`config.mk`:
```
export PLATFORM = sky130hd
export DESIGN_NAME = mem_bus_arbiter
export DESIGN_NICKNAME = d
export VERILOG_FILES = /design/src/rtl/mem_bus_arbiter_pkg.sv /design/src/rtl/mem_bus_arbiter_wdog.sv /design/src/rtl/mem_bus_arbiter.sv
export SDC_FILE = /design/constraint.sdc
export NUM_CORES = 1
export LEC_CHECK = 0
export BUFFER_PORTS_ARGS = -buffer_cell sky130_fd_sc_hd__buf_2
export CAP_MARGIN = 10
export CORE_AREA = 2 2 106 108
export CTS_CLUSTER_SIZE = 8
export DETAILED_ROUTE_END_ITERATION = 16
export DIE_AREA = 0 0 108 110
export PLACE_DENSITY = 0.73
export SYNTH_ARGS = -nofsm -noshare
export SYNTH_HDL_FRONTEND = slang
export SYNTH_SLANG_ARGS = --single-unit
```
`constraint.sdc`:
```
create_clock -name clk -period 1.65 [get_ports clk]
set_clock_uncertainty 0.05 [all_clocks]
set_input_delay 0.165 -clock clk [delete_from_list [all_inputs] [get_ports clk]]
set_output_delay 0.165 -clock clk [all_outputs]
set_load 0.005 [all_outputs]
```
`src/rtl/mem_bus_arbiter_pkg.sv`:
```
// Shared state codes and state type for the instruction/data RAM arbiter.
// Optional feature: ARB_TIMEOUT_EN enables the grant-wait watchdog.
package mem_bus_arbiter_pkg;

   localparam logic [1:0] ArbIdle   = 2'd0;
   localparam logic [1:0] ArbIGrant = 2'd1;
   localparam logic [1:0] ArbDGrant = 2'd2;

   typedef enum logic [1:0] {
      ST_IDLE   = ArbIdle,
      ST_IGRANT = ArbIGrant,
      ST_DGRANT = ArbDGrant
   } arb_state_e;

endpackage

```
`src/rtl/mem_bus_arbiter_wdog.sv`:
```
// Grant-wait watchdog: counts cycles spent waiting on ram_ready_i and flags expiry.
// Only instantiated when ARB_TIMEOUT_EN is defined.
module arb_timeout_wdog #(
   parameter int TIMEOUT = 16
) (
   input  logic clk,
   input  logic rst,
   input  logic wait_i,
   output logic expired_o
);

   localparam int CNT_W = $clog2(TIMEOUT + 1);

   logic [CNT_W-1:0] cnt_q, cnt_d;

   // Any cycle that is not a plain wait (completion, abort, idle) restarts the count.
   always_comb begin
      cnt_d = '0;
      if (wait_i && !expired_o) begin
         cnt_d = cnt_q + 1'b1;
      end
   end

   always_ff @(posedge clk) begin
      if (rst) begin
         cnt_q <= '0;
      end else begin
         cnt_q <= cnt_d;
      end
   end

   assign expired_o = wait_i && (cnt_q == CNT_W'(TIMEOUT));

endmodule

```
`src/rtl/mem_bus_arbiter.sv`:
```
// Shares one single-port RAM between the fetch port and the MEM-stage data port (data has priority).
// Optional feature: define ARB_TIMEOUT_EN to abort grants whose RAM never becomes ready.
module mem_bus_arbiter
   import mem_bus_arbiter_pkg::*;
#(
   parameter int ADDR_W  = 32,
   parameter int DATA_W  = 32
`ifdef ARB_TIMEOUT_EN
   ,
   parameter int TIMEOUT = 16
`endif
) (
   input  logic                clk,
   input  logic                rst,
   input  logic                ice_i,
   input  logic [ADDR_W-1:0]   iaddr_i,
   output logic                iack_o,
   output logic [DATA_W-1:0]   irdata_o,
   input  logic                dce_i,
   input  logic                dwe_i,
   input  logic [DATA_W/8-1:0] dsel_i,
   input  logic [ADDR_W-1:0]   daddr_i,
   input  logic [DATA_W-1:0]   dwdata_i,
   output logic                dack_o,
   output logic [DATA_W-1:0]   drdata_o,
   output logic                stall_o,
   output logic                ram_ce_o,
   output logic                ram_we_o,
   output logic [DATA_W/8-1:0] ram_sel_o,
   output logic [ADDR_W-1:0]   ram_addr_o,
   output logic [DATA_W-1:0]   ram_wdata_o,
   input  logic [DATA_W-1:0]   ram_rdata_i,
   input  logic                ram_ready_i,
   output logic                bus_err_o
);

   localparam int SEL_W = DATA_W / 8;

   arb_state_e        state_q, state_d;
   logic              we_q, we_d;
   logic [SEL_W-1:0]  sel_q, sel_d;
   logic [ADDR_W-1:0] addr_q, addr_d;
   logic [DATA_W-1:0] wdata_q, wdata_d;

   logic granted;
   logic done;
   logic expired;
   logic arbitrate;

   assign granted = (state_q != ST_IDLE);

`ifdef ARB_TIMEOUT_EN
   logic waiting;

   assign waiting = granted && !ram_ready_i;

   arb_timeout_wdog #(
      .TIMEOUT (TIMEOUT)
   ) u_wdog (
      .clk       (clk),
      .rst       (rst),
      .wait_i    (waiting),
      .expired_o (expired)
   );

   assign bus_err_o = !rst && expired;
`else
   assign expired   = 1'b0;
   assign bus_err_o = 1'b0;
`endif

   assign done      = granted && (ram_ready_i || expired);
   assign arbitrate = (state_q == ST_IDLE) || (done && !expired);

   // Re-arbitration excludes the port that just completed so a held request is not served twice;
   // an aborted grant always falls back to IDLE.
   always_comb begin
      state_d = state_q;
      we_d    = we_q;
      sel_d   = sel_q;
      addr_d  = addr_q;
      wdata_d = wdata_q;
      if (!granted || done) begin
         state_d = ST_IDLE;
         we_d    = 1'b0;
         sel_d   = '0;
         addr_d  = '0;
         wdata_d = '0;
         if (arbitrate && dce_i && (state_q != ST_DGRANT)) begin
            state_d = ST_DGRANT;
            we_d    = dwe_i;
            sel_d   = dsel_i;
            addr_d  = daddr_i;
            wdata_d = dwdata_i;
         end else if (arbitrate && ice_i && (state_q != ST_IGRANT)) begin
            state_d = ST_IGRANT;
            sel_d   = '1;
            addr_d  = iaddr_i;
         end
      end
   end

   always_ff @(posedge clk) begin
      if (rst) begin
         state_q <= ST_IDLE;
         we_q    <= 1'b0;
         sel_q   <= '0;
         addr_q  <= '0;
         wdata_q <= '0;
      end else begin
         state_q <= state_d;
         we_q    <= we_d;
         sel_q   <= sel_d;
         addr_q  <= addr_d;
         wdata_q <= wdata_d;
      end
   end

   assign iack_o   = !rst && (state_q == ST_IGRANT) && done;
   assign dack_o   = !rst && (state_q == ST_DGRANT) && done;
   assign irdata_o = expired ? '0 : ram_rdata_i;
   assign drdata_o = expired ? '0 : ram_rdata_i;
   assign stall_o  = !rst && ((ice_i && !iack_o) || (dce_i && !dack_o));

   assign ram_ce_o    = granted;
   assign ram_we_o    = we_q;
   assign ram_sel_o   = sel_q;
   assign ram_addr_o  = addr_q;
   assign ram_wdata_o = wdata_q;

endmodule
```
After elaboration in Yosys (flattened, before gate mapping)

Index checks and enable logic that the tools add are counted.
Widths: inputs -> output; s select.

Flip-flop bits (word level): 71
Latch bits: 0
Memory bits (writable): 0
Memory bits (read-only): 0
Input bits: 138
Output and inout bits: 138
Word-level logic and storage cells: 38
Memories: 0

$add $sub $neg: 0
$mul: 0
Div/mod/pow operators: 0
Order comparisons: 0
Eq/ne operators: 4
Shifts and indexed selects: 0
Multiplexer cells: 8
Bitwise operators: 0
Reductions and logical operators: 21

Operators by type and width:

| kind               | number |
|---|---|
| $mux 32            | 3 |
| $logic_and 1x1->1  | 12 |
| $mux 4             | 2 |
| $logic_not 1->1    | 4 |
| $logic_or 1x1->1   | 3 |
| $eq 2x1->1 const B | 1 |
| $eq 2x2->1 const B | 1 |
| $logic_not 2->1    | 1 |
| $mux 1             | 2 |
| $mux 2             | 1 |
| $ne 2x1->1 const B | 1 |
| $ne 2x2->1 const B | 1 |
| $reduce_bool 2->1  | 1 |

Longest topological paths before layout

Word-level depth: 7
Depth in mapped cells: 6
Gate-level depth less buffers: 3

Least setup slack after synthesis

Ideal clock, no wire load.

Kind: register to register
Start: reg state_q[0]
End: reg addr_q[24], in the netlist ram_addr_o[24]
Setup time: 0.088 ns
Arrival: 1.187 ns
Data required time: 1.512 ns
Setup slack: 0.325 ns
Cell stages (with the launch flop): 7
Buffers on the path: 3
Period minus slack after synthesis: 1.325 ns
Path through: dfxtp_1 -> buf_6 -> nand2b_1 -> buf_4 -> buf_2 -> nand3_1 -> a311oi_2

Word-level cells in the longest chain between the ends: 7
Elaborated cells on any way between the ends: 14
Those cells by class: eq/ne (2); mux (2); reduce/logical (10)

RTL lines:

| item                            | RTL line               | RTL |
|---|---|---|
| start: declaration              | mem_bus_arbiter.sv:39  | `arb_state_e state_q, state_d;` |
| start signal: assignment        | mem_bus_arbiter.sv:111 | `state_q <= state_d;` |
| $reduce_bool 2->1               | mem_bus_arbiter.sv:50  | `assign granted = (state_q != ST_IDLE);` |
| $logic_and 1x1->1               | mem_bus_arbiter.sv:72  | `assign done = granted && (ram_ready_i \|\| expired);` |
| $logic_or 1x1->1                | mem_bus_arbiter.sv:73  | `assign arbitrate = (state_q == ST_IDLE) \|\| (done && !expired);` |
| $logic_and 1x1->1 (2 in series) | mem_bus_arbiter.sv:95  | `end else if (arbitrate && ice_i && (state_q != ST_IGRANT)) begin` |
| $mux 32                         | mem_bus_arbiter.sv:95  |  |
| $mux 32                         | mem_bus_arbiter.sv:89  | `if (arbitrate && dce_i && (state_q != ST_DGRANT)) begin` |
| end signal: assignment          | mem_bus_arbiter.sv:114 | `addr_q <= addr_d;` |
| end: declaration                | mem_bus_arbiter.sv:42  | `logic [ADDR_W-1:0] addr_q, addr_d;` |

Several ways; a longest one is shown, not always the timed one.
A chain may end at the register's enable or synchronous reset.

Worst setup path after layout

Start: reg state_q[1]
End: out stall_o

Word-level cells in the longest chain between the ends: 7
Elaborated cells on any way between the ends: 14
Those cells by class: eq/ne (2); reduce/logical (12)

RTL lines:

| item                                     | RTL line                                                              | RTL |
|---|---|---|
| $eq 2x1->1, or another cell as far along | mem_bus_arbiter.sv:119                                                | `assign iack_o = !rst && (state_q == ST_IGRANT) && done;` |
| $logic_and 1x1->1 (on tied branches)     | mem_bus_arbiter.sv:119, mem_bus_arbiter.sv:72, mem_bus_arbiter.sv:120 |  |
| $logic_and 1x1->1 (on tied branches)     | mem_bus_arbiter.sv:119, mem_bus_arbiter.sv:120                        |  |
| $logic_not 1->1                          | mem_bus_arbiter.sv:123                                                | `assign stall_o = !rst && ((ice_i && !iack_o) \|\| (dce_i && !dack_o));` |
| $logic_and 1x1->1                        | mem_bus_arbiter.sv:123                                                |  |
| $logic_or 1x1->1 *                       | mem_bus_arbiter.sv:123                                                |  |
| $logic_and 1x1->1 *                      | mem_bus_arbiter.sv:123                                                |  |
| end: declaration                         | mem_bus_arbiter.sv:26                                                 | `output logic stall_o,` |

Every way passes the cells marked *; elsewhere a longest branch is shown, timed or not.

==> metrics.md <==
| Metric | Value |
|---|---|
| Global-route wire length before repair | 17000 um |
| Max-cap check violation count | 0 |
| Worst Hold Class | in -> reg |
| H-tree levels | 3 |
| Die ar. | 0.0119 mm^2 |
| VDD IR max | 0.472 mV |
| Setup TNS | 0 ns |
| Area contributors post-synth | dfxtp_1 (36%), buf_4 (13%), a311oi_2 (11%) |
| Worst-path clk slew | 0.09 ns |
| Pleak | 2.13 nW |
| Max Clk Rate | 613 MHz |
| TritonCTS clock tree | done |
| EDFF count, synth | 0 |
| Total wire length | 11600 um |
| Synth top area share | 0.361 |
| Data arrival time of the critical path | 1.42 ns |
| Clk_lat worst skew | 0.34 ns |
| Starting Density | 0.368 |
| #FFs+latches synth | 71 |
| Clock Path Buffers | 2 |
| Number of I/O pins | 276 |
| Post-route ant nets | 0 |
| CTS Buf Count | 9 |
| Root buf cell | clkbuf_8 |
| Final min period | 1.63 ns |
| Port Buffers | 178 |
| Nets | 684 |
| FP Rows | 38 |
| Avg Cell Area, Syn | 8.85 um^2 |
| Main synth FF type | dfxtp_1 |
| Gpl congestion | 0.754 |
| ANT cells | 0 |
| Final setup viols | 0 |
| Ys Warns | 0 |
| Crit. End Element | output port |
| Synth top cells by count | dfxtp_1 (71), buf_4 (69), nor2_1 (37) |
| Post-synthesis instance total | 445 |
| Via count | 3690 |
| Avg WL per Cell | 16.8 um |
| DRT met1 WL | 4520 um |
| Met2 Wirelength | 6000 um |
| DR WL met3 | 835 um |
| Critical Path Fanout Max | 7 |
| Top Metal Used | met4 |
| Area grow syn2layout | 22.8% |
| Core Region | 0.0107 mm^2 |
| Count leader, synth | dfxtp_1 |
| Vias per cell | 5.34 |
| DR DRC count | 0 |
| Library cells used by synthesis | 29 |
| Layout cells sized above 1 | 0.472 |
| Clk sinks | 71 |
| Largest net degree at the start of global routing | 65 |
| Fillers | 1056 |
| Hold Violations, Final | 0 |
| Status | finished clean |
| FFs w/ async S/R, synth | 0 |
| Vias in the first global route | 3487 |
| Pins Over Slew Limit | 0 |
| GR Overflow Total | 0 |
| Iter 0 DRT Violations | 226 |
| Final clock period utilization by the worst path | 0.988 |
| Antenna violations before repair | 0 |
| WS Path Type | reg -> out |
| Worst path required time | 1.43 ns |
| Register Area | 0.00143 mm^2 |
| All-Layer GR Usage | 0.183 |
| Area of the multi-input gates | 0.00172 mm^2 |
| Power Total | 4.77 mW |
| Cell taking the most area after synthesis | dfxtp_1 |
| RSZ-0062 raised after global routing | yes |
| Die Span X | 108 um |
| DIE HEIGHT | 110 um |
| Post-synthesis sequential area ratio | 0.361 |
| Critical Path Start Type | flop |
| Syn Nets | 583 |
| Pwr Density | 985 mW/mm^2 |
| Post-synthesis instance area | 0.00394 mm^2 |
| First-pass DRT Iterations | 4 |
| Post-DP HPWL | 8140 um |
kinds of logic after synthesis:
family / Yosys count / share of synthesized area
flip-flops: 71 / 0.361
AND/OR/NAND/NOR: 147 / 0.180
buffers and inverters: 115 / 0.207
AO/OA/AOI/OAI: 111 / 0.251
other: 1 / 0.000952
cell usage in the layout, fill, tap and decap left out, drive strengths merged:
cell and count:
a21oi 36, and4bb 1, a211oi 1, conb 1, nand2 34, a21boi 1, a311oi 36, nand2b 4
buf 203, nand3 36, clkinv 1, nor2 38, dlygate4sd3 1, dfxtp 71, nand4 33, bufinv 4
o21bai 1, clkbuf 9, o211ai 33, or2 1, bufbuf 1, inv 2, o21ba 1, o21ai 2
final cells by class:
type,count,share of cell area
clock buffer,9,0.0256
clock inverter,7,0.0295
multi-input combinational,259,0.355
sequential,71,0.295
tap,140,0.0362
timing repair buffer,205,0.258
worst max-delay path, stage by stage (launching register included):
cell,delay (ns)
dfxtp_4,0.39
and4bb_2,0.27
nand2b_4,0.14
a21oi_2,0.14
buf_2,0.12
metal layers:
| metal | track usage | vias up |
|---|---|---|
| li1 | - | 1760 |
| met1 | 0.202 | 1730 |
| met2 | 0.335 | 168 |
| met3 | 0.0400 | 32 |
| met4 | 0.0861 | 0 |
| met5 | 0 | - |
state kept, by name (all words and copies together) (netlist names):
signal and cells:
state_q 2, ram_addr_o 32, ram_sel_o 4, ram_wdata_o 32
ram_we_o 1
report_power, final:
group | switching (mW) | internal, mW | total [mW] | leakage [nW]
Combinational | 0.511 | 0.464 | 0.975 | 1.41
Clock | 0.709 | 1.17 | 1.87 | 0.134
Sequential | 0.0709 | 1.84 | 1.92 | 0.586
path summary, 6_finish.rpt:
| kind | startpoint | endpoint | slack, ns | cells past startpoint |
|---|---|---|---|---|
| setup / recovery | state_q[1] | stall_o | 0.02 | 4 |
| setup reg to reg | state_q[1] | ram_wdata_o[19] | 0.12 | 6 |
| hold reg to reg | ram_wdata_o[4] | ram_wdata_o[4] | 0.40 | 2 |
| hold / removal | dwdata_i[25] | ram_wdata_o[25] | 0.02 | 3 |
metrics by stage:
stage               hold slack [ns]  utilization  std cells  worst slack, ns  area, um^2
detailed placement            0.280        0.419        670           0.0305        4480
floorplan                     0.212            -        445            0.325        3940
CTS                        0.000331        0.450        690           0.0167        4820
finish                       0.0159        0.452        691           0.0195        4840
global placement              0.280        0.419        670           0.0809        4480
global route                0.00485        0.452        691          -0.0233        4840
repair_timing:
| action | 4_1_cts | 5_1_grt |
|---|---|---|
| buffers inserted | 2 | 1 |
| hold endpoints to repair | 1 | 0 |
| setup endpoints to repair | 2 | 2 |
| cloned | 1 | 0 |
| hold buffers | 1 | 0 |
| pin swaps | 0 | 3 |
| gates resized for setup | 5 | 2 |
No activity file was read; power rests on OpenSTA's default activity.
